File: config.mk
export PLATFORM = sky130hd
export DESIGN_NAME = tape_byte_assembler
export DESIGN_NICKNAME = d
export VERILOG_FILES = /design/src/rtl/tape_byte_assembler.sv
export SDC_FILE = /design/constraint.sdc
export NUM_CORES = 1
export LEC_CHECK = 0
export BUFFER_PORTS_ARGS = -buffer_cell sky130_fd_sc_hd__buf_2
export CAP_MARGIN = 10
export CORE_ASPECT_RATIO = 1.4
export CORE_MARGIN = 2
export CORE_UTILIZATION = 40
export DETAILED_ROUTE_END_ITERATION = 10
export PLACE_DENSITY = 0.68
export SLEW_MARGIN = 20
export SYNTH_ARGS = -nofsm -noshare
export SYNTH_HDL_FRONTEND = slang
export SYNTH_SLANG_ARGS = --single-unit
File: constraint.sdc
create_clock -name clk -period 6.9 [get_ports clk]
set_input_delay 0.345 -clock clk [delete_from_list [all_inputs] [get_ports clk]]
set_output_delay 0.345 -clock clk [all_outputs]
set_load 0.005 [all_outputs]
File: src/rtl/tape_byte_assembler.sv
// Assembles the tape bit stream into MSB-first bytes, tags the flag byte,
// tracks the XOR checksum and closes a block after a bit-gap timeout.
module tape_byte_assembler #(
  parameter int CLK_FREQ      = 27000000,
  parameter int TIMEOUT_TICKS = 54000,
  parameter int COUNT_W       = 16
) (
  input  logic               clk,
  input  logic               reset,
  input  logic               arm,
  input  logic               bit_in,
  input  logic               bit_valid,
  output logic [7:0]         byte_out,
  output logic               byte_valid,
  output logic [COUNT_W-1:0] byte_index,
  output logic               is_flag,
  output logic               busy,
  output logic               block_done,
  output logic [COUNT_W-1:0] byte_count,
  output logic               checksum_ok,
  output logic               bit_error
);

  localparam int TIMER_W = $clog2(TIMEOUT_TICKS + 1);

  typedef enum logic [1:0] {IDLE, FLAG, DATA, DONE} state_t;

  state_t               state_q, state_d;
  logic [6:0]           shift_q, shift_d;
  logic [2:0]           bitCnt_q, bitCnt_d;
  logic [7:0]           chk_q, chk_d;
  logic [TIMER_W-1:0]   timer_q, timer_d;
  logic [COUNT_W-1:0]   byteCnt_q, byteCnt_d;
  logic [7:0]           byteOut_q, byteOut_d;
  logic                 byteValid_q, byteValid_d;
  logic [COUNT_W-1:0]   byteIndex_q, byteIndex_d;
  logic                 isFlag_q, isFlag_d;
  logic                 blockDone_q, blockDone_d;
  logic [COUNT_W-1:0]   byteCount_q, byteCount_d;
  logic                 checksumOk_q, checksumOk_d;
  logic                 bitError_q, bitError_d;

  always_ff @(posedge clk or posedge reset) begin
    if (reset) begin
      state_q      <= IDLE;
      shift_q      <= '0;
      bitCnt_q     <= '0;
      chk_q        <= '0;
      timer_q      <= '0;
      byteCnt_q    <= '0;
      byteOut_q    <= '0;
      byteValid_q  <= 1'b0;
      byteIndex_q  <= '0;
      isFlag_q     <= 1'b0;
      blockDone_q  <= 1'b0;
      byteCount_q  <= '0;
      checksumOk_q <= 1'b0;
      bitError_q   <= 1'b0;
    end else begin
      state_q      <= state_d;
      shift_q      <= shift_d;
      bitCnt_q     <= bitCnt_d;
      chk_q        <= chk_d;
      timer_q      <= timer_d;
      byteCnt_q    <= byteCnt_d;
      byteOut_q    <= byteOut_d;
      byteValid_q  <= byteValid_d;
      byteIndex_q  <= byteIndex_d;
      isFlag_q     <= isFlag_d;
      blockDone_q  <= blockDone_d;
      byteCount_q  <= byteCount_d;
      checksumOk_q <= checksumOk_d;
      bitError_q   <= bitError_d;
    end
  end

  always_comb begin
    state_d      = state_q;
    shift_d      = shift_q;
    bitCnt_d     = bitCnt_q;
    chk_d        = chk_q;
    timer_d      = timer_q;
    byteCnt_d    = byteCnt_q;
    byteOut_d    = byteOut_q;
    byteValid_d  = 1'b0;
    byteIndex_d  = byteIndex_q;
    isFlag_d     = isFlag_q;
    blockDone_d  = 1'b0;
    byteCount_d  = byteCount_q;
    checksumOk_d = checksumOk_q;
    bitError_d   = bitError_q;

    if (state_q == DONE) begin
      // Report the finished block even when a new arm arrives in this cycle.
      blockDone_d  = 1'b1;
      byteCount_d  = byteCnt_q;
      checksumOk_d = (chk_q == 8'h00) && (byteCnt_q >= COUNT_W'(2));
      bitError_d   = (bitCnt_q != 3'd0);
      state_d      = IDLE;
      if (arm) begin
        state_d   = FLAG;
        shift_d   = '0;
        bitCnt_d  = '0;
        chk_d     = '0;
        timer_d   = '0;
        byteCnt_d = '0;
      end
    end else if (arm) begin
      state_d      = FLAG;
      shift_d      = '0;
      bitCnt_d     = '0;
      chk_d        = '0;
      timer_d      = '0;
      byteCnt_d    = '0;
      byteCount_d  = '0;
      checksumOk_d = 1'b0;
      bitError_d   = 1'b0;
    end else if (state_q != IDLE) begin
      if (bit_valid) begin
        shift_d  = {shift_q[5:0], bit_in};
        bitCnt_d = bitCnt_q + 3'd1;
        timer_d  = '0;
        if (bitCnt_q == 3'd7) begin
          byteOut_d   = {shift_q, bit_in};
          byteValid_d = 1'b1;
          byteIndex_d = byteCnt_q;
          isFlag_d    = (state_q == FLAG);
          chk_d       = chk_q ^ {shift_q, bit_in};
          if (byteCnt_q != '1) begin
            byteCnt_d = byteCnt_q + COUNT_W'(1);
          end
          state_d = DATA;
        end
      end else if (timer_q == TIMER_W'(TIMEOUT_TICKS - 1)) begin
        state_d = DONE;
      end else if (timer_q != TIMER_W'(TIMEOUT_TICKS)) begin
        timer_d = timer_q + TIMER_W'(1);
      end
    end
  end

  assign byte_out    = byteOut_q;
  assign byte_valid  = byteValid_q;
  assign byte_index  = byteIndex_q;
  assign is_flag     = isFlag_q;
  assign busy        = (state_q == FLAG) || (state_q == DATA);
  assign block_done  = blockDone_q;
  assign byte_count  = byteCount_q;
  assign checksum_ok = checksumOk_q;
  assign bit_error   = bitError_q;

endmodule

==> reports/qor.yml <==
sta:
  clock-skew-final_ns: 0.006997
  hold_viol: 0
  post-route-period-util_pct: 35.35
  drv_slew: 0
  rsz0062_at_grt: "no"
  fmax_mhz: 410.0
  maxSlewHeadroom_pct: 38.05
  finalSetupViolCount: 0
  worstMarginPinSlew_ns: 0.9259
  fin_tns_setup_ns: 0
  fin_crit_ns: 2.439
die:
  die_height_um: 131.3
  rows: 46
  die-area_um2: 12470
  initial_utilization_pct: 40.84
  coreArea_um2: 11340
  die_w_um: 94.94
  ioPinCount: 51
clocking:
  path_clk_slew_ns: 0.07
  cts_max_path_buffers: 2
  cts_sinks: 97
  numCtsBuffers: 9
  htree_levels: 3
  clock_latency_ns: 0.35
  root_buffer: "clkbuf_16"
  cts_post_setup_buffers_inserted: 0
  tritoncts: "built"
synth:
  synth_warnings: 0
  synth_seq_area_share_pct: 52.42
  ys_ff_latch: 97
  synth_edf_count: 0
  yosys.cell_types.count: 55
  synthCells: 433
  synthArstFlopShare_pct: 100.0
  synthFlopType: "dfrtp_1"
  syn_area_um2: 4631
  synth_fp_nets: 448
  avgSynthCellArea_um2: 10.69
power:
  p_per_area_nw_per_um2: 219.6
  p_leak_nw: 2.572
  ir_worst_vdd_mv: 0.1339
  totalPowerFinal_w: 0.001160
detailed_routing:
  post-route-drc-count: 0
  routed_via_density: 5.646
  avgRoutedWirePerCell_um: 16.46
  drt_wl_total_um: 10240
  first_pass_iters: 4
  initialDrtViolationCount: 179
  ant_nets: 0
  vias: 3512
grt:
  grt_pass1_wl_um: 17110
  grt_pass1_vias: 3476
  grt_start_max_net_pins: 84
  gr-total-overflow: 0
  grtUsageTotal_pct: 17.20
  antenna_found_initial: 0
layout:
  antennaDiodeCount: 0
  layout.nets: 488
  layout_commonest_cell: "dfrtp_1"
  mostFrequentLayoutCells: "dfrtp_1, buf_2, nand2_1, nor2_1, a21oi_1"
  nFillCells: 1054
  syn2layout_area_growth_pct: 14.10
  layout-drive-gt1-share_pct: 19.46
critical_path:
  cp-end-kind: "flip-flop"
  reg2reg_slack_ns: 4.46
  crit_path_top_delay_cell: "and4bb_2"
  worstPathCellList: "inv_1 -> ha_1 -> and4bb_2 -> nor2_1 -> a2111oi_2 -> mux2_1"
  crit_buf_inv: 1
  worst_path_dominant_cell_family: "simple AND/OR/NAND/NOR gates"
  required_ns: 7.13
  cp_max_fo: 14
  slowest_delay_ns: 0.55
  crit_type: "flip-flop to flip-flop"
  cp-start-kind: "flip-flop"
  critPathArrivalTime_ns: 2.67
job:
  maxCapViolCount: 0
placement:
  dp_hpwl_um: 6966
  port_buffers: 50
  gp_congestion: 0.8546
outcome:
  status: "finished clean"
hold_path:
  hold_class: "primary input to flip-flop"
## Yosys cell counts, drive strengths merged (2+ instances only)
cell | instances | area share, %
a2111o | 2 | 0.49
a2111oi | 2 | 0.65
a211o | 3 | 0.57
a211oi | 2 | 0.32
a21oi | 24 | 2.6
a22o | 17 | 3.2
a31oi | 3 | 0.41
a41oi | 2 | 0.38
and3 | 6 | 0.81
and4 | 3 | 0.62
and4bb | 2 | 0.54
buf | 15 | 1.9
clkbuf | 11 | 0.89
dfrtp | 97 | 52
ha | 10 | 2.7
inv | 16 | 1.3
mux2 | 32 | 7.9
mux2i | 3 | 0.65
nand2 | 37 | 3.0
nand2b | 3 | 0.41
nand3 | 22 | 2.4
nand4 | 9 | 1.2
nand4bb | 3 | 0.73
nor2 | 30 | 2.4
nor2b | 5 | 0.68
nor3 | 3 | 0.32
nor4 | 6 | 0.81
o21ai | 18 | 1.9
o31ai | 6 | 0.97
or2 | 3 | 0.41
or3 | 10 | 1.4
or4 | 6 | 0.97
xor2 | 8 | 1.5
## final timing paths
| kind | start | endpoint | cells past startpoint |
|---|---|---|---|
| min in group asynchronous | reset | timer_q[2] | 3 |
| setup / recovery | state_q[1] | byteCnt_q[11] | 6 |
| setup reg to reg | state_q[1] | byteCnt_q[11] | 6 |
| hold / removal | bit_in | byte_out[0] | 2 |
| hold reg to reg | byte_out[3] | byte_out[3] | 1 |
| max in group asynchronous | reset | byte_count[0] | 4 |
## routing by layer
| layer | GRT usage [%] | part of all wire (%) | up-vias |
|---|---|---|---|
| li1 | - | - | 1644 |
| met1 | 20.56 | 41 | 1775 |
| met2 | 29.91 | 53 | 83 |
| met3 | 4.071 | 4.2 | 10 |
| met4 | 5.636 | 1.2 | 0 |
| met5 | 0 | 0 | - |
## where the power goes
part | total (W) | switching, W | internal [W]
clock | 0.000518 | 0.000230 | 0.000288
sequential | 0.000585 | 0.00000975 | 0.000575
combinational | 0.0000573 | 0.0000395 | 0.0000178
## area by class of cell
cell class | count | area [um2] | share of cell area, %
inverters | 16 | 62.56 | 1.184
well taps | 144 | 180.2 | 3.410
flip-flops and latches | 97 | 2427 | 45.94
clock buffers | 9 | 225.2 | 4.262
multi-input cells | 294 | 2013 | 38.10
clock inverters | 7 | 81.33 | 1.539
repair buffers | 55 | 294.0 | 5.565
## sequential cells by signal, summed over array words and instances, names as in the netlist
register	cells
byteCnt_q	16
byte_count	16
byte_index	16
timer_q	16
byte_out	8
chk_q	8
shift_q	7
bitCnt_q	3
state_q	2
bit_error	1
block_done	1
byte_valid	1
checksum_ok	1
is_flag	1
## cells by family after synthesis
| family | after synthesis | share of synthesized area, % |
|---|---|---|
| and+or+nand+nor | 153 | 17.51 |
| DFF | 97 | 52.42 |
| AOI/OAI and AO/OA | 87 | 13.05 |
| buffers and inverters | 42 | 4.107 |
| muxes | 35 | 8.511 |
| adders and majority gates | 10 | 2.702 |
| xor gates and xnor gates | 9 | 1.702 |
## through the flow
| step | util [%] | instances | cell area [um2] | worst slack, ns | hold WS, ns |
|---|---|---|---|---|---|
| finish | 46.60 | 622 | 5284 | 4.461 | 0.2572 |
| global route | 46.60 | 622 | 5284 | 4.299 | 0.2622 |
| CTS | 46.57 | 622 | 5280 | 4.468 | 0.2562 |
| detailed placement | 43.78 | 605 | 4964 | 4.492 | 0.2790 |
| global placement | 43.78 | 605 | 4964 | 4.574 | 0.2759 |
| floorplan | - | 433 | 4631 | 4.021 | 0.4535 |
## timing repair
item	4_1_cts	5_1_grt
endpoints found under the hold margin	14	0
gates resized for setup	0	0
hold buffers	1	0
Power figures use the tool's default switching activity.
